===== config.mk =====
export PLATFORM = sky130hd
export DESIGN_NAME = seg_mux_display
export DESIGN_NICKNAME = d
export VERILOG_FILES = /design/src/rtl/seg_mux_display.sv
export SDC_FILE = /design/constraint.sdc
export NUM_CORES = 1
export LEC_CHECK = 0
export BUFFER_PORTS_ARGS = -buffer_cell sky130_fd_sc_hd__buf_4
export CAP_MARGIN = 20
export CORE_MARGIN = 2
export CORE_UTILIZATION = 55
export CTS_BUF_LIST = sky130_fd_sc_hd__clkbuf_8
export CTS_CLUSTER_SIZE = 25
export DETAILED_ROUTE_END_ITERATION = 12
export PLACE_DENSITY = 0.86
export SETUP_SLACK_MARGIN = 0.05
export SLEW_MARGIN = 20
export SYNTH_ARGS = -nofsm -noshare
export SYNTH_HDL_FRONTEND = slang
export SYNTH_SLANG_ARGS = --single-unit

===== constraint.sdc =====
create_clock -name clk -period 2.3 [get_ports clk]
set_input_delay 0.46 -clock clk [delete_from_list [all_inputs] [get_ports clk]]
set_output_delay 0.46 -clock clk [all_outputs]
set_load 0.1 [all_outputs]

===== src/rtl/seg_mux_display.sv =====
// seg_mux_display: N-digit multiplexed 7-segment driver with tear-free double-buffered glyph banks.
// Latency: every output is registered, one clk behind the internal slot counter, digit index and active bank.
// Backpressure: none. A load strobe is always accepted and the newest staged load wins.
//
// Ports:
//   clk, rst      : clock and synchronous active-high reset
//   digit_codes   : NUM_DIGITS packed 5-bit glyph codes, digit k = [k*5+4:k*5]
//   dp_in         : decimal point per digit, 1 = lit
//   blank_in      : 1 = digit forced dark
//   blink_in      : (SEG_BLINK_EN only) 1 = digit blinks at the frame-based blink rate
//   load          : one-cycle strobe that captures the inputs above into the staging bank
//   frame_done    : one-cycle pulse on the first output sample of each new scan
//   seg_selector  : active-low one-cold digit enable, bit k = digit k
//   segments      : active-low {a,b,c,d,e,f,g,dp}
// Optional feature macro: SEG_BLINK_EN (adds BLINK_FRAMES, blink_in and the blink phase logic).
module seg_mux_display #(
  parameter int NUM_DIGITS   = 4,
  parameter int DIGIT_CYCLES = 65536,
  parameter int DEAD_CYCLES  = 64,
  parameter int CODE_W       = 5
`ifdef SEG_BLINK_EN
  ,
  parameter int BLINK_FRAMES = 32
`endif
) (
  input  logic                         clk,
  input  logic                         rst,
  input  logic [NUM_DIGITS*CODE_W-1:0] digit_codes,
  input  logic [NUM_DIGITS-1:0]        dp_in,
  input  logic [NUM_DIGITS-1:0]        blank_in,
  input  logic                         load,
`ifdef SEG_BLINK_EN
  input  logic [NUM_DIGITS-1:0]        blink_in,
`endif
  output logic                         frame_done,
  output logic [NUM_DIGITS-1:0]        seg_selector,
  output logic [7:0]                   segments
);

  localparam int CNT_W  = (DIGIT_CYCLES > 1) ? $clog2(DIGIT_CYCLES) : 1;
  localparam int IDX_W  = (NUM_DIGITS > 1) ? $clog2(NUM_DIGITS) : 1;
  localparam int BANK_W = NUM_DIGITS * CODE_W;
  localparam logic [CNT_W-1:0] CNT_LAST = CNT_W'(DIGIT_CYCLES - 1);
  localparam logic [IDX_W-1:0] IDX_LAST = IDX_W'(NUM_DIGITS - 1);

  // Glyph ROM, active-low a..g. Codes 20..31 are dark.
  function automatic logic [6:0] glyph(input logic [CODE_W-1:0] code);
    case (code)
      5'd0:    glyph = 7'b0000001;
      5'd1:    glyph = 7'b1001111;
      5'd2:    glyph = 7'b0010010;
      5'd3:    glyph = 7'b0000110;
      5'd4:    glyph = 7'b1001100;
      5'd5:    glyph = 7'b0100100;
      5'd6:    glyph = 7'b0100000;
      5'd7:    glyph = 7'b0001111;
      5'd8:    glyph = 7'b0000000;
      5'd9:    glyph = 7'b0000100;
      5'd10:   glyph = 7'b0001000;
      5'd11:   glyph = 7'b1100000;
      5'd12:   glyph = 7'b0110001;
      5'd13:   glyph = 7'b1000010;
      5'd14:   glyph = 7'b0110000;
      5'd15:   glyph = 7'b0111000;
      5'd16:   glyph = 7'b0011000;
      5'd17:   glyph = 7'b0100100;
      5'd18:   glyph = 7'b1111110;
      5'd19:   glyph = 7'b1000001;
      default: glyph = 7'b1111111;
    endcase
  endfunction

  // Scan state
  logic [CNT_W-1:0] cnt_q, cnt_d;
  logic [IDX_W-1:0] idx_q, idx_d;
  logic             pend_q, pend_d;

  // Staging and active banks
  logic [BANK_W-1:0]     stg_codes_q, stg_codes_d, act_codes_q, act_codes_d;
  logic [NUM_DIGITS-1:0] stg_dp_q, stg_dp_d, act_dp_q, act_dp_d;
  logic [NUM_DIGITS-1:0] stg_blank_q, stg_blank_d, act_blank_q, act_blank_d;

  // Output registers
  logic                  wrap_q, wrap_d;
  logic                  fdone_q, fdone_d;
  logic [NUM_DIGITS-1:0] sel_q, sel_d;
  logic [7:0]            seg_q, seg_d;

  logic              slot_end, boundary, in_dead, blink_dark;
  logic [CODE_W-1:0] cur_code;

  assign slot_end = (cnt_q == CNT_LAST);
  assign boundary = slot_end && (idx_q == IDX_LAST);
  assign cur_code = act_codes_q[idx_q*CODE_W +: CODE_W];

  // With zero dead time the comparison would be constant false, so drop it.
  if (DEAD_CYCLES == 0) begin : g_no_dead
    assign in_dead = 1'b0;
  end else begin : g_dead
    assign in_dead = (cnt_q < CNT_W'(DEAD_CYCLES));
  end

`ifdef SEG_BLINK_EN
  localparam int FC_W = (BLINK_FRAMES > 1) ? $clog2(BLINK_FRAMES) : 1;
  localparam logic [FC_W-1:0] FC_LAST = FC_W'(BLINK_FRAMES - 1);

  logic [FC_W-1:0]       fcnt_q, fcnt_d;
  logic                  phase_q, phase_d;
  logic [NUM_DIGITS-1:0] stg_blink_q, stg_blink_d, act_blink_q, act_blink_d;

  assign blink_dark = phase_q & act_blink_q[idx_q];

  always_comb begin
    fcnt_d      = fcnt_q;
    phase_d     = phase_q;
    stg_blink_d = stg_blink_q;
    act_blink_d = act_blink_q;
    if (boundary) begin
      if (fcnt_q == FC_LAST) begin
        fcnt_d  = '0;
        phase_d = ~phase_q;
      end else begin
        fcnt_d = fcnt_q + FC_W'(1);
      end
      if (pend_q) act_blink_d = stg_blink_q;
    end
    if (load) stg_blink_d = blink_in;
  end

  always_ff @(posedge clk) begin
    if (rst) begin
      fcnt_q      <= '0;
      phase_q     <= 1'b0;
      stg_blink_q <= '0;
      act_blink_q <= '0;
    end else begin
      fcnt_q      <= fcnt_d;
      phase_q     <= phase_d;
      stg_blink_q <= stg_blink_d;
      act_blink_q <= act_blink_d;
    end
  end
`else
  assign blink_dark = 1'b0;
`endif

  always_comb begin
    cnt_d       = cnt_q + CNT_W'(1);
    idx_d       = idx_q;
    pend_d      = pend_q;
    stg_codes_d = stg_codes_q;
    stg_dp_d    = stg_dp_q;
    stg_blank_d = stg_blank_q;
    act_codes_d = act_codes_q;
    act_dp_d    = act_dp_q;
    act_blank_d = act_blank_q;
    // wrap_q marks the first cycle of a new frame; delaying it once more
    // lines frame_done up with the first output sample of that frame.
    wrap_d      = boundary;
    fdone_d     = wrap_q;
    sel_d       = '1;
    seg_d       = 8'hFF;

    if (slot_end) begin
      cnt_d = '0;
      idx_d = (idx_q == IDX_LAST) ? '0 : idx_q + IDX_W'(1);
    end

    if (boundary && pend_q) begin
      act_codes_d = stg_codes_q;
      act_dp_d    = stg_dp_q;
      act_blank_d = stg_blank_q;
      pend_d      = 1'b0;
    end

    // Placed after the swap so a load on the boundary cycle stays pending.
    if (load) begin
      stg_codes_d = digit_codes;
      stg_dp_d    = dp_in;
      stg_blank_d = blank_in;
      pend_d      = 1'b1;
    end

    if (!in_dead) begin
      sel_d = ~(NUM_DIGITS'(1) << idx_q);
      if (!act_blank_q[idx_q] && !blink_dark) begin
        seg_d = {glyph(cur_code), ~act_dp_q[idx_q]};
      end
    end
  end

  always_ff @(posedge clk) begin
    if (rst) begin
      cnt_q       <= '0;
      idx_q       <= '0;
      pend_q      <= 1'b0;
      stg_codes_q <= '0;
      stg_dp_q    <= '0;
      stg_blank_q <= '1;
      act_codes_q <= '0;
      act_dp_q    <= '0;
      act_blank_q <= '1;
      wrap_q      <= 1'b0;
      fdone_q     <= 1'b0;
      sel_q       <= '1;
      seg_q       <= 8'hFF;
    end else begin
      cnt_q       <= cnt_d;
      idx_q       <= idx_d;
      pend_q      <= pend_d;
      stg_codes_q <= stg_codes_d;
      stg_dp_q    <= stg_dp_d;
      stg_blank_q <= stg_blank_d;
      act_codes_q <= act_codes_d;
      act_dp_q    <= act_dp_d;
      act_blank_q <= act_blank_d;
      wrap_q      <= wrap_d;
      fdone_q     <= fdone_d;
      sel_q       <= sel_d;
      seg_q       <= seg_d;
    end
  end

  assign frame_done   = fdone_q;
  assign seg_selector = sel_q;
  assign segments     = seg_q;

endmodule


# Word level (Yosys, flattened, before mapping)
# Memory sizes are Yosys's and may differ from the RTL's. A register that Yosys moved wholly into a read port is not among the register bits.
# Index checks and enable logic that the tools add are counted.
[classes]
n_lt_le_gt_ge = 2
shift = 2
addsub = 2
n_mux = 7
multipliers = 1
n_eq_ne = 2
reduce_logical = 6
n_bitwise = 2
[ops]
columns = ["op", "count"]
rows = [
  ["$shiftx 20x6->5", 1],
  ["$add 16x1->16 const B", 1],
  ["$eq 16x16->1 const B", 1],
  ["$lt 16x7->1 const B", 1],
  ["$mul 2x3->5 const B", 1],
  ["$bmux 1 s2", 2],
  ["$mux 1", 4],
  ["$not 4->4", 1],
  ["$reduce_or 2->1", 2],
  ["$shl 1x2->4 const A", 1],
  ["$lt 2x3->1 const B", 1],
  ["$reduce_or 3->1", 1],
  ["$add 2x1->2 const B", 1],
  ["$eq 2x2->1 const B", 1],
  ["$logic_and 1x1->1", 2],
  ["$mux 2", 1],
  ["$reduce_bool 2->1", 1],
  ["$not 1->1", 1],
]
[totals]
in_bits = 31
rom_bits = 224
regBits = 89
word_cells = 38
output_inout_bits = 13
mem_count = 1
[memory_table]
columns = ["memory", "depth", "width", "read_ports", "rd_clocked_by_memory_dff", "wr", "line_no", "rtl"]
rows = [
  ["(no name shown)", 32, 7, 1, 1, 0, "48", "case (code)"],
]

# Longest topological paths before layout
# Gate-level depths: netlist of the first run.
[logic_depth]
depth_word = 5
ltp_mapped = 8

# Least setup slack after synthesis of the first run
# OpenSTA, ideal clock, no wires.
[synth_path]
path_kind = "register to register"
from = "reg idx_q[0]"
to = "reg seg_q[6] (netlist: segments[6])"
setup_slack_ns = 0.251
stages_incl_launch_ff = 8
n_path_buf = 1
required_time_ns = 2.163
arrival_ns = 1.912
synth_period_minus_slack_ns = 2.049
setup_ns = 0.137
path_cell_list = "dfxtp_1 buf_6 mux4_2 inv_1 ha_1 maj3_1 nor2_1 o21ai_1"
[synth_via]
elab_chain_cells = 3
[synth_lines]
columns = ["element", "line_no", "rtl"]
rows = [
  ["start, declared", "75", "logic [IDX_W-1:0] idx_q, idx_d;"],
  ["start signal, assigned", "209", "idx_q <= idx_d;"],
  ["parallel branches: the longest is 3 deep, another holds $mul 2x3->5", "--", ""],
  ["end, declared", "87", "logic [7:0] seg_q, seg_d;"],
]
# Several ways; the timed one is not identified. The select of a mux whose other input is x is not followed.
# A chain may end at the register's enable or synchronous reset.

# Worst setup path in the final report of the first run
[layout_path]
from = "reg idx_q[0]"
to = "reg seg_q[3] (netlist: segments[3])"
# The elaborated chain is that of the path after synthesis.

==> impl_metrics.csv, run 1 <==
group,metric,value,unit
clock_network,cts_hold_buf,0,
synth,yosys-top-cells-area,"dfxtp_1 (44%), mux2i_1 (14%), nand2b_1 (7.9%)",
timing,hold_slack,296,ps
clock_network,clk_latency,360,ps
final_layout,utilization,64.5,%
clock_network,cts_resized,0,
synth,synth_cell_types,48,
drt,routedWlPerCell,13.4,microns
critical_path,cpPeakStageDelay,530,ps
run,drv_cap,0,
clock_network,clock_sinks,89,
clock_network,cts_buffers,9,
floorplan,initial_core_util,56.4,%
drt,vias_per_cell,5.27,
min_path,hp-start,"blank_in[2]",
critical_path,critPathKind,"reg -> reg",
final_layout,finalNonFillerCells,553,
timing,drv_slew,0,
critical_path,path_cells,"buf_4, mux4_2, or2_1, o32ai_1, o21ai_1",
grt,grt_start_max_net_pins,95,
drt,vias,2917,
synth,synth-seq-area-share,44.0,%
min_path,min_path_type,"in -> reg",
drt,wirelength,7.39,mm
floorplan,row_count,31,
critical_path,rr_startpoint,"idx_q[0]$_SDFFE_PP0N_",
timing,tightestPinTransition,483,ps
synth,yosysWarnings,0,
synth,synth_top_area_share,44.0,%
synth,syn_area,4050,sq um
final_layout,nets,491,
clock_network,cts-root-buf,"clkbuf_8",
power,peakVddDrop,0.502,mV
critical_path,worstSetupEndpointType,"flip-flop",
grt,grt_use_total,19.8,%
grt,gr-total-overflow,0,
timing,period_share,89.6,%
critical_path,cp.arrival,2320,ps
timing,period_minus_slack,2060,ps
synth,synth-async-reset-ratio,0,%
drt,drtIter0Drc,120,
final_layout,layout-drive-gt1-share,17.6,%
clock_network,path_clk_slew,90,ps
drt,drc,0,
critical_path,cp-start-kind,"flip-flop",
drt,firstDrtPassIters,6,
final_layout,syn_to_final_growth,14.2,%
synth,synth_seq_cells,89,
synth,synth_ff_type,"dfxtp_1",
clock_network,cts_tree,"yes",
timing,setup_viol,0,
floorplan,coreArea,7180,sq um
place,numPortBuffers,43,
grt,grt_pass1_wl,13.1,mm
synth,synth_edf_count,0,
floorplan,die_y,89.8,microns
timing,grt_setup_unrepaired,"false",
power,p_per_area,591,nW/um^2
place,dp.cells,537,
place,place_hpwl,5.06,mm
timing,slew_headroom,67.8,%
floorplan,top_level_ports,44,
synth,syn_nets,455,
timing,hold_violations,0,
timing,fmax,0.485,GHz
grt,antenna_found_initial,0,
final_layout,layout_commonest_cell,"dfxtp_1",
clock_network,htreeDepth,3,
floorplan,dieArea,8070,sq um
synth,synthCells,413,
place,place_congestion,0.833,
timing,fin_tns_setup,0,ps
clock_network,cts_setup_buffers,0,
critical_path,critPathSlowestCell,"mux4_2",
grt,grt_pass1_vias,2845,
critical_path,reg2reg_to,"segments[3]$_SDFF_PP1_",
critical_path,crit_path_start,"idx_q[0]$_SDFFE_PP0N_",
power,total_power,2.73,mW
run_status,outcome,"completed",
critical_path,worstPathRequired,2560,ps
critical_path,reg2regPathDepth,5,
synth,synth_area_leader_cell,"dfxtp_1",
final_layout,final_cell_mix,"dfxtp_1 (89), mux2i_1 (56), nand2b_1 (51), nor2_1 (50), buf_4 (49)",
critical_path,endpoint,"segments[3]$_SDFF_PP1_",
floorplan,chipWidth,89.8,microns
synth,synth_area_per_cell,9.81,sq um
timing,final.setup_skew,7.55,ps
clock_network,clockBufferDepth,2,
final_layout,diodes,0,
critical_path,rrSetupSlack,240,ps
drt,ant_nets,0,
critical_path,critPathMaxFanout,16,
power,p_leak,1.71,nW
==> per-stage QoR <==
stage | instance area [sq um] | worst slack [ps]
finish | 4630 | 239
global route | 4630 | 72.6
CTS | 4630 | 253
detailed placement | 4450 | 264
global placement | 4450 | 292
floorplan | 4050 | 251
==> metal layers <==
layer / GRT usage, % / vias to the layer above / share of wire, %
li1: - / 1481 / -
met1: 24.6 / 1358 / 46
met2: 32.4 / 70 / 47
met3: 6.04 / 8 / 5.2
met4: 7.69 / 0 / 1.0
met5: 0 / - / 0
==> flip-flops by register name, summed over array words and instances (netlist names) <==
register / count
stg_codes_q: 20
act_blank_q: 4
seg_selector: 4
cnt_q: 16
act_dp_q: 4
pend_q: 1
frame_done: 1
stg_blank_q: 4
act_codes_q: 20
fdone_d: 1
stg_dp_q: 4
idx_q: 2
segments: 8
==> synth_stat cells (2+ instances only) <==
cell type	instances
or2_1	2
o21ai_0	6
buf_6	4
inv_1	11
nand2_1	16
o22ai_1	3
clkbuf_1	12
nor2_1	50
xor2_1	8
mux2i_1	56
or3_1	3
nor4_1	3
o21ai_1	4
mux4_2	7
o32ai_1	2
nand2b_1	51
a21oi_1	7
a211o_1	4
ha_1	11
nor2b_1	7
and4_1	2
buf_1	2
nand4_1	4
nand3b_1	2
nor3_1	3
buf_2	7
and3_1	2
dfxtp_1	89
mux2_2	3
or4_1	2
xnor2_1	5
o311ai_1	2
nand3_1	8
==> worst max-delay path: cells and delay by family (launching register included) <==
kind | cells | cell delay [ps]
compound gates | 2 | 400
buf+inv | 1 | 270
flops | 1 | 400
mux | 1 | 530
simple gates | 1 | 340
==> cell type report <==
class                      instances  area (sq um)
inverter                          12          45.0
clock inverter                     6          42.5
clock buffer                      10           138
timing repair buffer              51           408
sequential                        89          1780
fill                             581          2550
multi-input combinational        286          2090
tap                               99           124
==> cells by family (layout without fill, tap and decap cells) <==
group / after synthesis / count (layout) / share of synthesized area, %
flip-flops: 89 / 89 / 44.0
adder cells (fa/ha/maj): 12 / 12 / 3.65
AND/OR/NAND/NOR: 158 / 158 / 20.4
multiplexers: 66 / 66 / 18.6
XOR/XNOR: 13 / 13 / 2.81
AO/OA/AOI/OAI: 37 / 37 / 6.06
buffers and inverters: 38 / 79 / 4.57
==> worst min path at each step <==
stage | depth (start not counted) | endpoint | slack, ps
detailed placement | 1 | cnt_q[0]$_SDFF_PP0_ | 450
global route | 2 | stg_blank_q[1]$_SDFFE_PP1P_ | 280
CTS | 2 | stg_blank_q[2]$_SDFFE_PP1P_ | 290
global placement | 1 | frame_done$_SDFF_PP0_ | 430
floorplan | 1 | frame_done$_SDFF_PP0_ | 410
finish | 2 | stg_blank_q[2]$_SDFFE_PP1P_ | 300
==> report_power, final <==
part           switching (mW)  internal, mW
Clock                   0.558         0.424
Sequential             0.0206          1.58
Combinational          0.0687        0.0888
No activity file was read; power rests on OpenSTA's default activity.
==> inputs of run 2 (changes only) <==
--- a/config.mk
+++ b/config.mk
@@ -13,8 +13,7 @@
 export CTS_CLUSTER_SIZE = 25
 export DETAILED_ROUTE_END_ITERATION = 12
 export PLACE_DENSITY = 0.86
-export SETUP_SLACK_MARGIN = 0.05
-export SLEW_MARGIN = 20
+export SETUP_SLACK_MARGIN = 0.4
 export SYNTH_ARGS = -nofsm -noshare
 export SYNTH_HDL_FRONTEND = slang
 export SYNTH_SLANG_ARGS = --single-unit
==> impl_metrics.csv, run 2 (synthesized netlist as in run 1, its figures left out) <==
group,metric,value,unit
clock_network,path_clk_slew,90,ps
drt,ant_nets,0,
final_layout,final_cell_mix,"dfxtp_1 (87), mux2i_1 (56), buf_4 (55), nand2b_1 (51), nor2_1 (50)",
run_status,outcome,"completed",
timing,fin_tns_setup,0,ps
clock_network,htreeDepth,3,
grt,gr-total-overflow,0,
clock_network,clock_sinks,89,
drt,routedWlPerCell,14.1,microns
critical_path,cp-start-kind,"flip-flop",
timing,fmax,0.519,GHz
timing,period_share,83.8,%
final_layout,finalNonFillerCells,561,
grt,grt_use_total,19.5,%
final_layout,reg_top3,"act_codes_q: 20 flops, stg_codes_q: 20 flops, cnt_q: 16 flops",
drt,drtIter0Drc,110,
place,numPortBuffers,43,
clock_network,clk_latency,350,ps
power,p_per_area,568,nW/um^2
grt,grt_pass1_wl,13.0,mm
timing,drv_slew,0,
final_layout,nets,500,
drt,top_layer,"met4",
floorplan,chipWidth,89.8,microns
run,drv_cap,0,
drt,vias_per_cell,5.39,
drt,firstDrtPassIters,4,
timing,worst_slack,373,ps
timing,grt_setup_unrepaired,"true",
grt,grt_start_max_net_pins,95,
timing,slew_headroom,68.1,%
timing,final.setup_skew,5.83,ps
clock_network,cts_buffers,9,
drt,met1_length,3.61,mm
floorplan,dieArea,8070,sq um
timing,hold_violations,0,
critical_path,critPathKind,"reg -> reg",
min_path,min_path_type,"in -> reg",
drt,drc,0,
final_layout,diodes,0,
final_layout,syn_to_final_growth,19.2,%
final_layout,layout_commonest_cell,"dfxtp_1",
clock_network,clockBufferDepth,2,
power,total_power,2.74,mW
place,dp.cells,537,
floorplan,initial_core_util,56.4,%
floorplan,row_count,31,
place,place_congestion,0.775,
final_layout,layout-drive-gt1-share,22.5,%
grt,antenna_found_initial,0,
place,place_hpwl,5.03,mm
clock_network,cts_tree,"yes",
floorplan,top_level_ports,44,
critical_path,worstSetupEndpointType,"flip-flop",
timing,setup_viol,0,
critical_path,worstPathRequired,2540,ps
critical_path,cp.arrival,2170,ps
critical_path,critPathMaxFanout,6,
grt,grt_pass1_vias,2856,
drt,wirelength,7.93,mm
power,p_leak,1.79,nW
place,place_ws,319,ps
drt,routed-wl-met2,3.89,mm
timing,period_minus_slack,1930,ps
floorplan,die_y,89.8,microns
timing,tightestPinTransition,477,ps
floorplan,coreArea,7180,sq um
clock_network,cts-root-buf,"clkbuf_8",
drt,dr_wl_met3,354,microns
power,peakVddDrop,0.332,mV
drt,vias,3024,
-- run 2: per-stage QoR --
step / hold WS (ps) / util, % / area, sq um
global route: 290 / 67.3 / 4830
detailed placement: 432 / 62.2 / 4460
global placement: 437 / 62.2 / 4460
finish: 309 / 67.3 / 4830
CTS: 295 / 66.2 / 4750
floorplan: 414 / - / 4070
-- run 2: cell type report --
type | instances | area (sq um)
clock buffers | 10 | 138
inverters | 12 | 47.5
repair buffers | 60 | 512
well taps | 99 | 124
flip-flops and latches | 89 | 1790
clock inverters | 5 | 38.8
fillers | 561 | 2350
multi-input cells | 286 | 2180
-- run 2: worst max-delay path: stages (launching register included) --
cell	delay, ps
dfxtp_4	400
mux4_2	640
ha_4	220
inv_1	60
nor2_1	60
a2111oi_2	330
o21ai_1	110
-- run 2: layer usage --
metal | vias up | track usage [%]
li1 | 1494 | -
met1 | 1460 | 25.1
met2 | 62 | 32.8
met3 | 8 | 5.11
met4 | 0 | 5.00
met5 | - | 0
-- run 2: where the power goes --
group,switching [mW],internal [mW]
combinational,0.0688,0.0888
sequential,0.0196,1.57
clock,0.564,0.426
-- run 2: final timing paths --
kind | endpoint | startpoint | slack [ps] | cells after the start
setup reg to reg | segments[4]$_SDFF_PP1_ | idx_q[0]$_SDFFE_PP0N_ | 370 | 6
hold reg to reg | frame_done$_SDFF_PP0_ | fdone_d$_SDFF_PP0_ | 450 | 1
setup / recovery | segments[4]$_SDFF_PP1_ | idx_q[0]$_SDFFE_PP0N_ | 370 | 6
hold / removal | stg_blank_q[3]$_SDFFE_PP1P_ | blank_in[3] | 310 | 2
-- run 2: what timing repair did --
action | in CTS | in global routing
gates cloned | 1 | 0
pin swaps | 3 | 6
gates resized for setup | 8 | 13
setup endpoints to repair | 33 | 34
hold buffers | 0 | 0
setup buffers | 6 | 2
==> inputs of run 3 (changes only) <==
==> constraint.sdc (replaced) <==
create_clock -name clk -period 1.9 [get_ports clk]
set_input_delay 0.38 -clock clk [delete_from_list [all_inputs] [get_ports clk]]
set_output_delay 0.38 -clock clk [all_outputs]
set_load 0.1 [all_outputs]
==> impl_metrics.csv, run 3 (synthesized netlist as in run 1, its figures left out) <==
group,metric,value,unit
final_layout,layout-drive-gt1-share,33.1,%
drt,firstDrtPassIters,4,
floorplan,top_level_ports,44,
final_layout,finalNonFillerCells,589,
final_layout,postLayoutCellArea,5270,sq um
place,place_hpwl,5.12,mm
timing,slew_headroom,66.7,%
drt,drc,0,
grt,grt_start_max_net_pins,85,
floorplan,coreArea,7180,sq um
clock_network,clockBufferDepth,2,
drt,drtIter0Drc,145,
floorplan,initial_core_util,56.4,%
clock_network,cts-root-buf,"clkbuf_8",
timing,fmax,0.514,GHz
clock_network,cts_hold_buf,0,
min_path,hp-start,"blank_in[1]",
critical_path,critPathKind,"reg -> reg",
power,p_switching,0.825,mW
timing,period_share,102,%
critical_path,worstPathRequired,2150,ps
drt,vias,3202,
timing,tightestPinTransition,500,ps
critical_path,cp.arrival,2190,ps
critical_path,cp-start-kind,"flip-flop",
critical_path,crit_family,"multiplexers",
grt,grt_pass1_wl,14.3,mm
place,placed_area,4570,sq um
drt,vias_per_cell,5.44,
final_layout,diodes,0,
clock_network,clock_sinks,89,
critical_path,critPathSlowestCell,"mux4_2",
final_layout,final_cell_mix,"dfxtp_1 (76), buf_4 (69), mux2i_1 (54), nand2b_1 (51), nor2_1 (50)",
place,place_congestion,0.806,
clock_network,htreeDepth,3,
critical_path,cp.buffers_inverters,1,
grt,grt_pass1_vias,3030,
power,pwr-share-clk,35.4,%
clock_network,path_clk_slew,90,ps
timing,setup_viol,1,
final_layout,nets,527,
timing,period_minus_slack,1950,ps
critical_path,crit_path_start,"idx_q[0]$_SDFFE_PP0N_",
run,drv_cap,0,
floorplan,die_y,89.8,microns
final_layout,reg_top3,"act_codes_q: 20 flops, stg_codes_q: 20 flops, cnt_q: 16 flops",
critical_path,path_cells,"mux4_2, inv_4, ha_4, maj3_2, nor2_1, o21ai_1",
power,pwr-share-seq,58.1,%
timing,grt_setup_unrepaired,"true",
timing,worst_slack,-46.0,ps
run_status,violations,"negative setup slack",
drt,routedWlPerCell,16.6,microns
power,combPwrFrac,6.5,%
drt,wirelength,9.79,mm
final_layout,layout_commonest_cell,"dfxtp_1",
run_status,outcome,"finished, violations left",
power,total_power,3.32,mW
timing,drv_slew,0,
timing,final.setup_skew,14.7,ps
power,peakVddDrop,0.404,mV
clock_network,cts_tree,"yes",
place,dp.cells,544,
floorplan,dieArea,8070,sq um
floorplan,chipWidth,89.8,microns
grt,antenna_found_initial,0,
timing,fin_tns_setup,-46.0,ps
critical_path,critPathMaxFanout,5,
clock_network,clk_latency,370,ps
power,netSwitchingFraction,24.9,%
critical_path,cpPeakStageDelay,620,ps
drt,ant_nets,0,
floorplan,row_count,31,
critical_path,rr_startpoint,"idx_q[0]$_SDFFE_PP0N_",
power,p_int,2.49,mW
timing,hold_slack,217,ps
timing,hold_violations,0,
grt,grt_use_total,21.7,%
final_layout,n_fill_cell,478,
clock_network,cts_buffers,9,
final_layout,syn_to_final_growth,30.2,%
grt,gr-total-overflow,0,
critical_path,worstSetupEndpointType,"flip-flop",
place,numPortBuffers,43,
min_path,min_path_type,"in -> reg",
power,p_leak,1.96,nW
critical_path,rrSetupSlack,-50,ps
power,p_per_area,630,nW/um^2
==> run 3: changes by cell type in the layout (fill, tap and decap cells not counted), moves of 5 or more <==
cell and change:
dfxtp_4 +6, buf_4 +14, dfxtp_1 -11, dfxtp_2 +5
buf_6 +10
==> run 3: through the flow <==
step                setup WS (ps)  util, %
floorplan                    11.7        -
global placement             23.1     63.7
detailed placement          -42.3     63.7
CTS                          36.0     70.6
global route                -70.4     73.5
finish                      -46.0     73.5
==> run 3: path summary, 6_finish.rpt <==
kind,endpoint,cells past startpoint
hold / removal,stg_blank_q[1]$_SDFFE_PP1P_,2
setup reg to reg,segments[6]$_SDFF_PP1_,6
hold reg to reg,frame_done$_SDFF_PP0_,1
setup / recovery,segments[6]$_SDFF_PP1_,6
==> run 3: cell type report <==
type	instances	area [sq um]	area share (%)
multi-input cells	286	2310	43.9
inverters	12	47.5	0.902
well taps	99	124	2.35
clock inverters	7	47.5	0.902
repair buffers	87	802	15.2
flip-flops and latches	89	1820	34.4
clock buffers	9	124	2.35
==> run 3: worst reg2reg max path, cell delays in order, from the launching register on <==
cell	delay (ps)
dfxtp_4	390
mux4_2	620
inv_4	140
ha_4	220
maj3_2	300
nor2_1	100
o21ai_1	60
==> run 3: repair_timing <==
action / in CTS / in global routing
pin swaps: 10 / 10
endpoints found under the setup margin: 41 / 45
buffers inserted: 18 / 7
hold endpoints to repair: 0 / 0
gates cloned: 2 / 2
gates resized for setup: 33 / 34
==> run 3: layer usage <==
metal	part of all wire, %	global-route usage, %	up-vias
li1	-	-	1552
met1	42	27.1	1546
met2	52	37.6	90
met3	5.1	4.19	14
met4	1.4	7.95	0
met5	0	0	-
==> run 3: power by group through the flow <==
stage / clock (mW) / sequential, mW / combinational [mW]
final: 1.17 / 1.93 / 0.217
after global routing: 1.25 / 1.93 / 0.240
after CTS: 1.17 / 1.93 / 0.202
after detailed placement: 0 / 1.98 / 0.195
after global placement: 0 / 1.98 / 0.189
after floorplan: 0 / 1.97 / 0.126
